File: src/rtl/mem_ctrl_fsm.sv
// Front-panel memory controller: key pulses and switches drive single 16-bit req/ack transactions.
// Optional AUTO_INC_EN: post-increment mem_addr after each ack and allow key_read re-read from READ_DONE.
module mem_ctrl_fsm #(
  parameter int unsigned RESET_CYCLES   = 4,
  parameter int unsigned TIMEOUT_CYCLES = 255
) (
  input  logic        clk,
  input  logic        rst,
  input  logic        key_read,
  input  logic        key_write,
  input  logic        key_next,
  input  logic [7:0]  sw,
  output logic        mem_req,
  output logic        mem_we,
  output logic [7:0]  mem_addr,
  output logic [15:0] mem_wdata,
  input  logic [15:0] mem_rdata,
  input  logic        mem_ack,
  output logic [12:0] state,
  output logic [15:0] rd_data,
  output logic        err
);

  // state      | meaning
  // RESET      | post-reset hold for RESET_CYCLES edges
  // IDLE       | waiting for key_read / key_write
  // READ_ST0   | address entry
  // READ_ST1/2 | request issued, ack not yet allowed
  // READ_WAIT  | waiting for ack or timeout
  // READ_DONE  | read word displayed
  // WRITE_ST0  | address entry
  // WRITE_ST3  | data low byte entry
  // WRITE_ST4  | data high byte entry
  // WRITE_ST1/2| request issued, ack not yet allowed
  // WRITE_WAIT | waiting for ack or timeout
  typedef enum logic [12:0] {
    S_RESET      = 13'h0001,
    S_IDLE       = 13'h0002,
    S_READ_ST0   = 13'h0004,
    S_READ_ST1   = 13'h0008,
    S_READ_ST2   = 13'h0010,
    S_READ_WAIT  = 13'h0020,
    S_READ_DONE  = 13'h0040,
    S_WRITE_ST0  = 13'h0080,
    S_WRITE_ST1  = 13'h0100,
    S_WRITE_ST2  = 13'h0200,
    S_WRITE_ST3  = 13'h0400,
    S_WRITE_ST4  = 13'h0800,
    S_WRITE_WAIT = 13'h1000
  } state_t;

  localparam logic [15:0] RST_LAST = 16'(RESET_CYCLES - 1);
  localparam logic [15:0] TO_LAST  = 16'(TIMEOUT_CYCLES - 1);

  state_t      cur, nxt;
  logic [15:0] cnt, cnt_d;
  logic [7:0]  addr_q, addr_d;
  logic [15:0] wdata_q, wdata_d;
  logic [15:0] rdata_q, rdata_d;
  logic        err_q, err_d;
  logic        req_q, req_d;
  logic        we_q, we_d;

  always_ff @(posedge clk or posedge rst) begin
    if (rst) begin
      cur     <= S_RESET;
      cnt     <= '0;
      addr_q  <= '0;
      wdata_q <= '0;
      rdata_q <= '0;
      err_q   <= 1'b0;
      req_q   <= 1'b0;
      we_q    <= 1'b0;
    end else begin
      cur     <= nxt;
      cnt     <= cnt_d;
      addr_q  <= addr_d;
      wdata_q <= wdata_d;
      rdata_q <= rdata_d;
      err_q   <= err_d;
      req_q   <= req_d;
      we_q    <= we_d;
    end
  end

  always_comb begin
    nxt     = cur;
    cnt_d   = cnt;
    addr_d  = addr_q;
    wdata_d = wdata_q;
    rdata_d = rdata_q;
    err_d   = err_q;
    case (cur)
      S_RESET: begin
        if (cnt == RST_LAST) begin
          nxt   = S_IDLE;
          cnt_d = '0;
        end else begin
          cnt_d = cnt + 16'd1;
        end
      end
      S_IDLE: begin
        cnt_d = '0;
        if (key_read) begin
          nxt   = S_READ_ST0;
          err_d = 1'b0;
        end else if (key_write) begin
          nxt   = S_WRITE_ST0;
          err_d = 1'b0;
        end
      end
      S_READ_ST0: begin
        if (key_next) begin
          addr_d = sw;
          nxt    = S_READ_ST1;
        end
      end
      S_READ_ST1: nxt = S_READ_ST2;
      S_READ_ST2: begin
        nxt   = S_READ_WAIT;
        cnt_d = '0;
      end
      S_READ_WAIT: begin
        // ack takes priority over a timeout in the same cycle
        if (mem_ack) begin
          rdata_d = mem_rdata;
          nxt     = S_READ_DONE;
          cnt_d   = '0;
`ifdef AUTO_INC_EN
          addr_d  = addr_q + 8'd1;
`endif
        end else if (cnt == TO_LAST) begin
          err_d = 1'b1;
          nxt   = S_IDLE;
          cnt_d = '0;
        end else begin
          cnt_d = cnt + 16'd1;
        end
      end
      S_READ_DONE: begin
        if (key_next) begin
          nxt = S_IDLE;
`ifdef AUTO_INC_EN
        end else if (key_read) begin
          nxt = S_READ_ST1;
`endif
        end
      end
      S_WRITE_ST0: begin
        if (key_next) begin
          addr_d  = sw;
          wdata_d = '0;
          nxt     = S_WRITE_ST3;
        end
      end
      S_WRITE_ST3: begin
        if (key_next) begin
          wdata_d[7:0] = sw;
          nxt          = S_WRITE_ST4;
        end
      end
      S_WRITE_ST4: begin
        if (key_next) begin
          wdata_d[15:8] = sw;
          nxt           = S_WRITE_ST1;
        end
      end
      S_WRITE_ST1: nxt = S_WRITE_ST2;
      S_WRITE_ST2: begin
        nxt   = S_WRITE_WAIT;
        cnt_d = '0;
      end
      S_WRITE_WAIT: begin
        if (mem_ack) begin
          nxt   = S_IDLE;
          cnt_d = '0;
`ifdef AUTO_INC_EN
          addr_d = addr_q + 8'd1;
`endif
        end else if (cnt == TO_LAST) begin
          err_d = 1'b1;
          nxt   = S_IDLE;
          cnt_d = '0;
        end else begin
          cnt_d = cnt + 16'd1;
        end
      end
      default: begin
        nxt   = S_RESET;
        cnt_d = '0;
      end
    endcase
    // request flags follow the next state so they line up with the registered state vector
    req_d = nxt inside {S_READ_ST1, S_READ_ST2, S_READ_WAIT,
                        S_WRITE_ST1, S_WRITE_ST2, S_WRITE_WAIT};
    we_d  = nxt inside {S_WRITE_ST1, S_WRITE_ST2, S_WRITE_WAIT};
  end

  assign state     = cur;
  assign mem_req   = req_q;
  assign mem_we    = we_q;
  assign mem_addr  = addr_q;
  assign mem_wdata = wdata_q;
  assign rd_data   = rdata_q;
  assign err       = err_q;

endmodule
File: config.mk
export PLATFORM = sky130hd
export DESIGN_NAME = mem_ctrl_fsm
export DESIGN_NICKNAME = d
export VERILOG_FILES = /design/src/rtl/mem_ctrl_fsm.sv
export SDC_FILE = /design/constraint.sdc
export NUM_CORES = 1
export LEC_CHECK = 0
export ABC_AREA = 1
export ABC_CLOCK_PERIOD_IN_PS = 2400
export CELL_PAD_IN_SITES_DETAIL_PLACEMENT = 1
export CELL_PAD_IN_SITES_GLOBAL_PLACEMENT = 2
export CORE_AREA = 5 5 126 128
export CTS_CLUSTER_DIAMETER = 40
export DETAILED_ROUTE_END_ITERATION = 16
export DIE_AREA = 0 0 131 133
export PLACE_DENSITY_LB_ADDON = 0.1
export SLEW_MARGIN = 20
export SYNTH_ARGS = -nofsm -noshare
export SYNTH_HDL_FRONTEND = slang
export SYNTH_SLANG_ARGS = --single-unit
export TNS_END_PERCENT = 5
File: constraint.sdc
create_clock -name clk -period 2.4 [get_ports clk]
set_clock_uncertainty 0.1 [all_clocks]
set_input_delay 0.48 -clock clk [delete_from_list [all_inputs] [get_ports clk]]
set_output_delay 0.48 -clock clk [all_outputs]
set_load 0.01 [all_outputs]
==> results of run 1 <==
## final cells by class
| class | count | area, um2 | area share |
|---|---|---|---|
| inverters | 59 | 233 | 0.0456 |
| clock buffers | 10 | 239 | 0.0468 |
| well taps | 188 | 235 | 0.0460 |
| clock inverters | 6 | 42.5 | 0.00833 |
| repair buffers | 93 | 923 | 0.181 |
| flip-flops and latches | 72 | 1800 | 0.353 |
| multi-input cells | 316 | 1630 | 0.320 |
## state kept, by name, indices dropped and copies added (netlist names)
| name | flops |
|---|---|
| cnt | 16 |
| mem_we | 1 |
| err | 1 |
| state | 13 |
| rd_data | 16 |
| mem_addr | 8 |
| mem_req | 1 |
| mem_wdata | 16 |
## cells in the final DEF, fill, tap and decap left out, types with 3 or more instances in the layout
cell and count:
sky130_fd_sc_hd__nor3_1 8, sky130_fd_sc_hd__o21ai_0 25, sky130_fd_sc_hd__nor2_2 9, sky130_fd_sc_hd__clkinvlp_4 3
sky130_fd_sc_hd__a21oi_1 13, sky130_fd_sc_hd__a21oi_2 3, sky130_fd_sc_hd__nor2_1 57, sky130_fd_sc_hd__nand2_2 8
sky130_fd_sc_hd__nand2_4 6, sky130_fd_sc_hd__buf_4 7, sky130_fd_sc_hd__nand4_1 3, sky130_fd_sc_hd__dfrtp_1 71
sky130_fd_sc_hd__inv_2 5, sky130_fd_sc_hd__nand3_1 38, sky130_fd_sc_hd__clkdlybuf4s50_1 85, sky130_fd_sc_hd__inv_1 51
sky130_fd_sc_hd__nor2_4 8, sky130_fd_sc_hd__nand2_1 111, sky130_fd_sc_hd__clkbuf_16 9, sky130_fd_sc_hd__xor2_1 3
sky130_fd_sc_hd__o21ai_2 4
## worst min-delay path: cells and delay by family (launching register included)
family / cells / cell delay [ns]
simple gates: 2 / 0.10
flops: 1 / 0.34
## metal layers
metal / part of all wire / track usage / vias to the layer above / wire length (um)
met5: 0 / 0 / - / 0
met4: 0.021 / 0.0531 / 0 / 231
met3: 0.035 / 0.0295 / 17 / 387
met2: 0.49 / 0.220 / 59 / 5510
met1: 0.45 / 0.166 / 1597 / 5030
li1: - / - / 1634 / -
## kinds of logic (layout without fill, tap and decap cells)
group / count (synthesis) / in the layout / share of synthesized area
xor gates and xnor gates: 4 / 4 / 0.00948
DFF: 72 / 72 / 0.488
AOI/OAI and AO/OA: 53 / 53 / 0.0870
and+or+nand+nor: 257 / 257 / 0.338
buffers and inverters: 65 / 168 / 0.0707
adders and majority gates: 2 / 2 / 0.00677
## through the flow
step / setup slack [ns] / instance area (um2)
3_5_place_dp: 0.313 / 4830
4_1_cts: 0.278 / 5110
6_report: 0.311 / 5110
3_3_place_gp: 0.336 / 4830
2_1_floorplan: 0.578 / 3700
5_1_grt: 0.192 / 5110
## worst paths after layout
path	startpoint	endpoint	slack, ns	depth (start not counted)
worst min register to register	rd_data[3]	rd_data[3]	0.37	2
worst max register to register	state[0]	cnt[8]	0.39	13
worst min-delay path	rd_data[3]	rd_data[3]	0.37	2
max in group asynchronous	rst	rd_data[12]	1.22	3
min in group asynchronous	rst	cnt[3]	0.41	2
worst max-delay path	state[12]	state[12]	0.31	1
## power breakdown
part | switching (W) | total [W] | leakage [nW] | internal [W]
logic | 0.000758 | 0.00136 | 1.29 | 0.000605
clock network | 0.000550 | 0.00128 | 0.135 | 0.000730
registers | 0.000136 | 0.00153 | 0.956 | 0.00139
total | 0.00144 | 0.00417 | 2.38 | 0.00273
## synth_stat cells (4+ instances only)
library cell / count
sky130_fd_sc_hd__o21ai_0: 25
sky130_fd_sc_hd__inv_1: 52
sky130_fd_sc_hd__nor2_1: 57
sky130_fd_sc_hd__nor2_4: 8
sky130_fd_sc_hd__a21oi_1: 13
sky130_fd_sc_hd__inv_2: 5
sky130_fd_sc_hd__nor2_2: 9
sky130_fd_sc_hd__nand3_1: 38
sky130_fd_sc_hd__nand2_4: 6
sky130_fd_sc_hd__dfrtp_1: 71
sky130_fd_sc_hd__nand2_2: 8
sky130_fd_sc_hd__nand2_1: 111
sky130_fd_sc_hd__nor3_1: 8
sky130_fd_sc_hd__o21ai_2: 4
==> run summary, run 1 <==
Along the worst path, the maximum fanout reaches 6. The I/O pin count came out at 86. Measured against its own limit, the worst slew margin works out to 0.637. The number of buffers added by the clock tree synthesis step came out at 9. Traced cell by cell, the critical path runs through clkdlybuf4s50_1. The number of hold-slack violations in the final timing report is 0.

In this run the worst hold path is classified as flop to flop. The worst endpoint data arrival time came out at 1.51 ns. The share of synthesized area in the top cell type comes to 0.481. The mean cell area of the mapped netlist came out at slightly above 8 um2. Max-cap violations in this run came to 0. The number of placed instances with taps included came out at between 700 and 800. Clock-pin slew was measured on the worst setup and hold paths at about 0.06 ns. The total global routing overflow is 0.

The maximum number of buffers from clock root to sink came out at 2. The overall power after layout is 0.00417 W. The area enclosed by the die boundary came out at about 0.017 mm2. The initial core utilization is 0.251. The first-pass detailed-route iteration total came out at 4. The total DRC errors in the routed layout came out at 0. STA classifies the critical path endpoint as a primary output. IR analysis of the VDD net gives a maximum drop of 0.000401 V.

The tree is rooted in a sky130_fd_sc_hd__clkbuf_16. The core outline area is 0.0148 mm2. The endpoint required time on the critical path came out at between 1.5 and 2 ns. The net count reported at finish came out at about 600.

The pin count of the biggest net entering global routing came out at 39. The pin slew with the least headroom to its limit came out at about 0.54 ns. The maximum operating frequency came out at 0.479 GHz.

Hold is met by roughly 0.37 ns. The row count came out at 45. The initial antenna violation count came out at 0.

The count of flip-flops with a built-in enable after synthesis is 0. The routability congestion estimate from global placement is approximately 0.72. In this run the cell area of the synthesized design comes to between 0.003 and 0.004 mm2. The post-synthesis to final-layout area growth came out at 38.2%.

The CTS tree is yes. In the synthesized netlist the dominant register cell turns out to be sky130_fd_sc_hd__dfrtp_1. The routed layout has 3307 vias. The clock reaches the later pin of the worst-skew pair after around 0.34 ns. Of the cells placed in the final design, the portion with a size suffix greater than 1 is 0.142. The total nets after synthesis came out at approximately 490.

The synthesized instance count is around 450. The top cell type by total area after synthesis is sky130_fd_sc_hd__dfrtp_1. The setup TNS is 0 ns. The post-CTS setup buffer count is 0. The number of global-route vias before repair is ~3600. The number of port buffers is 85. The worst path needs about 2.1 ns of the cycle, external delays included. The width of the die is about 130 um. The number of failing setup endpoints in the final timing report is 0. Gates resized during post-CTS repair numbered 0. The delay of the slowest cell on the worst path is between 0.6 and 0.7 ns.

The number of levels in the clock H-tree is 3. The part of the cycle the worst path needs came out at 0.871. The family with the most delay on the worst path is buffers and inverters. The fraction of synthesis flops using an asynchronous set or reset pin came out at 1.00.

Leaving out filler cells and counting taps, the final layout contains 744. Among all stages on the critical path, the largest delay is contributed by sky130_fd_sc_hd__clkdlybuf4s50_1. In the post-synthesis netlist, the biggest area contributors are sky130_fd_sc_hd__dfrtp_1 (48%), sky130_fd_sc_hd__nand2_1 (11%), sky130_fd_sc_hd__nor2_1 (5.8%). The average via count per standard cell came out at ~4.4. The total of flip-flops plus latches after synthesis is 72. The remaining antenna violation count came out at 0. The number of fillers in the final layout came out at ~1800.

For this design, the CTS-stage hold fixing added 0 buffers. The combined buffer and inverter count along the critical path came out at 1. The first-pass GRT wire length came out at between 15000 and 20000 um. The final routed wirelength across all metal layers came out at between 10000 and 15000 um. The Yosys step of the flow raised 0 warnings. The sequential element share of the synthesized area is 0.488. Setup repair after global routing left no endpoint under its margin. The overall global routing resource usage came out at 0.133. The total count of max-transition violations in the final report came to 0.

The half-perimeter wire length after detailed placement is 8610 um. The number of antenna cells inserted came out at 0. The distinct cell type count of the synthesized netlist came out at 40. The vertical die dimension is ~130 um. The kind of critical path is flop to primary output. The detailed router finished its first iteration with 82 violations. The power density normalized to cell area is 817 mW/mm2. In the final routed layout, each cell accounts on average for 15.0 um. STA classifies the critical path startpoint as a flop. The number of clock sinks came out at slightly above 70. The flow ran to the end, and the final reports show no timing, DRC or antenna violations.

Summed over all cells, the static leakage comes to 2.38 nW. The final design utilization came out at 0.346.
Note: power is estimated with default switching activity, not from simulation.
==> inputs of run 2 (changes only) <==
--- a/config.mk
+++ b/config.mk
@@ -6,13 +6,13 @@
 export NUM_CORES = 1
 export LEC_CHECK = 0
 export ABC_AREA = 1
-export ABC_CLOCK_PERIOD_IN_PS = 2400
+export ABC_CLOCK_PERIOD_IN_PS = 2100
 export CELL_PAD_IN_SITES_DETAIL_PLACEMENT = 1
 export CELL_PAD_IN_SITES_GLOBAL_PLACEMENT = 2
-export CORE_AREA = 5 5 126 128
+export CORE_AREA = 5 5 133 109
 export CTS_CLUSTER_DIAMETER = 40
 export DETAILED_ROUTE_END_ITERATION = 16
-export DIE_AREA = 0 0 131 133
+export DIE_AREA = 0 0 138 114
 export PLACE_DENSITY_LB_ADDON = 0.1
 export SLEW_MARGIN = 20
 export SYNTH_ARGS = -nofsm -noshare
==> constraint.sdc (replaced) <==
create_clock -name clk -period 2.1 [get_ports clk]
set_clock_uncertainty 0.1 [all_clocks]
set_input_delay 0.42 -clock clk [delete_from_list [all_inputs] [get_ports clk]]
set_output_delay 0.42 -clock clk [all_outputs]
set_load 0.01 [all_outputs]
==> run summary, run 2 (synthesized netlist as in run 1, its figures left out) <==
The run finished with clean final reports. The signal on the critical path passes through clkdlybuf4s50_1. The maximum net fanout on the critical path was 4 (-2). The endpoint required time on the critical path is 1.58 ns (-0.24 ns).

The area enclosed by the die boundary came out at 0.0157 mm2 (-9.7%). The pin slew with the least headroom to its limit is 0.401 ns (-0.141 ns). The average via count per standard cell came out at 4.39 (-1.3%). The width of the die came out at 138 um (+5.3%).

The minimum setup slack among reg-to-reg paths was 0.17 ns (-0.22 ns). The remaining antenna violation count was 0 (unchanged). The number of placed instances with taps included came to 727 (-0.14%). The number of buffers added by the clock tree synthesis step came out at 9 (unchanged). The standard cell with the maximum stage delay on the critical path is sky130_fd_sc_hd__dfstp_2. The number of fillers in the final layout is 1576 (-12%). The overall global routing resource usage came out at 0.158 (+0.0252). The maximum number of buffers from clock root to sink is 2 (unchanged). The insertion delay of the later-clocked pin in the worst-skew pair came out at 0.34 ns (about the same). The routability congestion estimate from global placement is 0.795 (+10%). The post-placement cell area came out at 0.00488 mm2 (+1.1%). The first-pass GRT wire length is 19800 um (+9.3%). The cell depth of the worst setup path came to 1 (unchanged).

The part of the cycle the worst path needs came out at 0.945. The initial antenna violation count came out at 0 (unchanged). The headroom to the max-slew limit came out at 0.732 (+0.0950).

The wire length per cell after detailed routing came out at 15.5 um (+3.2%). The delay of the slowest cell on the worst path came out at 0.57 ns (-0.05 ns). Counting I/O delays and the setup requirement, the final critical path takes about 2.0 ns.

The power density normalized to cell area came out at 922 mW/mm2 (+13%). The core outline area came out at 0.0132 mm2 (-10%). The capturing element type of the critical path is a primary output. The number of antenna cells inserted came out at 0 (unchanged).

The worst reg2reg path depth is 11 (-2). The number of clock sinks came to 72 (unchanged). TritonCTS built the clock tree. The number of max-capacitance violations reported came out at 0 (unchanged). The share of final-layout standard cells stronger than drive strength 1 is 0.163 (+0.0207).

The first-pass detailed-route iteration total came out at 4 (unchanged). The post-CTS clock slew at the launch and capture registers of the worst setup and hold paths came out at 0.06 ns (about the same). The leakage power of the design came out at 2.43 nW (+2.0%). The total global routing overflow is 0 (unchanged). The worst endpoint data arrival time came out at 1.46 ns (-0.05 ns). The combined buffer and inverter count along the critical path was 1 (unchanged).

The quantity of hold-fixing buffers added after cts was 0 (unchanged). The row count came to 38 (-16%). The final design utilization came to 0.392 (+0.0460). The number of hold-slack violations in the final timing report came to 0 (unchanged). The critical path in this run is classified as flop to primary output.

The final routed wirelength across all metal layers is 11500 um (+3.3%). The vertical die dimension is 114 um (-14%). The post-synthesis to final-layout area growth came out at 40.2%. The top cell types in the final layout, fill and taps aside, are sky130_fd_sc_hd__nand2_1 (111), sky130_fd_sc_hd__clkdlybuf4s50_1 (85), sky130_fd_sc_hd__dfrtp_1 (69).

The initial core utilization is 0.280 (+0.0291). The number of design-rule violations left by the first detailed-router iteration is 140 (+71%). The I/O pin count was 86 (unchanged).

The depth of the worst hold-timing path came out at 2 (unchanged). The worst vdd rail ir drop came out at 0.000519 V (+29%). The summed area of non-filler cells in the final layout was 0.00518 mm2 (+1.5%). Setup repair after global routing could not meet its margin everywhere.

The area of combinational cells with multiple inputs was 0.00164 mm2 (+0.31%). The number of port buffers came out at 85 (unchanged). The pin count of the biggest net entering global routing is 73 (+87%).

The worst setup path is launched from a flop. The half-perimeter wire length after detailed placement came out at 8730 um (+1.3%). The register area is 0.00181 mm2 (+0.14%). The number of global-route vias before repair came out at 3796 (+6.4%). The net count reported at finish is 593 (+1.7%). The number of levels in the clock H-tree is 3 (unchanged). The via count is 3267 (-1.2%). The count of placed standard cells in the final layout, fillers left out came out at 745 (+0.13%). The number of failing setup endpoints in the final timing report came out at 0 (unchanged). Derived from the worst setup path, the maximum achievable clock frequency is about 0.5 GHz. The type of the worst min-delay path is flop to flop. The total DRC errors in the routed layout came out at 0 (unchanged). The library cell used most frequently in the layout, excluding fill and tap cells, is sky130_fd_sc_hd__nand2_1. In this design, the largest share of critical-path delay is due to flip-flops. The total count of max-transition violations in the final report was 0 (unchanged).

The tree is rooted in a sky130_fd_sc_hd__clkbuf_16.
-- run 2: changes by cell type in the layout (fill, tap and decap cells not counted) --
cell / change
sky130_fd_sc_hd__buf_12: +1
sky130_fd_sc_hd__nor2_1: -2
sky130_fd_sc_hd__nor2_2: +2
sky130_fd_sc_hd__dfrtp_2: +2
sky130_fd_sc_hd__dfrtp_1: -2
sky130_fd_sc_hd__buf_4: +9
sky130_fd_sc_hd__inv_6: -1
-- run 2: worst paths after layout --
kind                         endpoint       start
min in group asynchronous   state[12]         rst
max reg2reg                    cnt[2]    state[7]
min                        rd_data[9]  rd_data[9]
max                          state[0]    state[0]
max in group asynchronous    state[0]         rst
min reg2reg                rd_data[9]  rd_data[9]
-- run 2: through the flow --
| step | setup WS, ns | hold slack (ns) | power [W] | setup TNS (ns) |
|---|---|---|---|---|
| CTS | 0.00502 | 0.379 | 0.00487 | 0 |
| global placement | 0.0816 | 0.353 | 0.00335 | 0 |
| global route | -0.00842 | 0.400 | 0.00511 | -0.00857 |
| finish | 0.116 | 0.370 | 0.00478 | 0 |
| detailed placement | 0.0818 | 0.362 | 0.00337 | 0 |
| floorplan | 0.278 | 0.387 | 0.00265 | 0 |
-- run 2: repair_timing --
| item | CTS | global route |
|---|---|---|
| resized for setup | 0 | 4 |
| setup buffers | 0 | 3 |
| endpoints found under the hold margin | 0 | 0 |
| endpoints found under the setup margin | 0 | 5 |
-- run 2: cell type report --
cell class / count / share of cell area
well taps: 180 / 0.0434
clock inverters: 5 / 0.00652
clock buffers: 10 / 0.0461
multi-input cells: 316 / 0.316
repair buffers: 103 / 0.195
inverters: 59 / 0.0449
flip-flops and latches: 72 / 0.348
-- run 2: worst reg2reg max path, cell delays in order (launching register included) --
cell and delay, ns:
sky130_fd_sc_hd__dfrtp_1 0.42, sky130_fd_sc_hd__nor2_2 0.17, sky130_fd_sc_hd__nand2_2 0.16, sky130_fd_sc_hd__nor2_8 0.16
sky130_fd_sc_hd__nand2_2 0.11, sky130_fd_sc_hd__nand2_4 0.12, sky130_fd_sc_hd__nand2_4 0.08, sky130_fd_sc_hd__o21ai_4 0.21
sky130_fd_sc_hd__nor2_4 0.08, sky130_fd_sc_hd__inv_6 0.11, sky130_fd_sc_hd__o21ai_2 0.07, sky130_fd_sc_hd__a21oi_2 0.10
-- run 2: where the power goes --
group          total (W)  internal (W)  leakage, nW  switching (W)
Clock            0.00144      0.000823        0.130       0.000618
Combinational    0.00160      0.000717         1.34       0.000886
Sequential       0.00174       0.00159        0.952       0.000141
-- run 2: routing by layer --
metal  track usage  part of all wire  wire length, um
met3        0.0784             0.082              940
met4        0.0316            0.0084               97
met2         0.244              0.43             4940
met1         0.203              0.48             5550
met5             0                 0                0
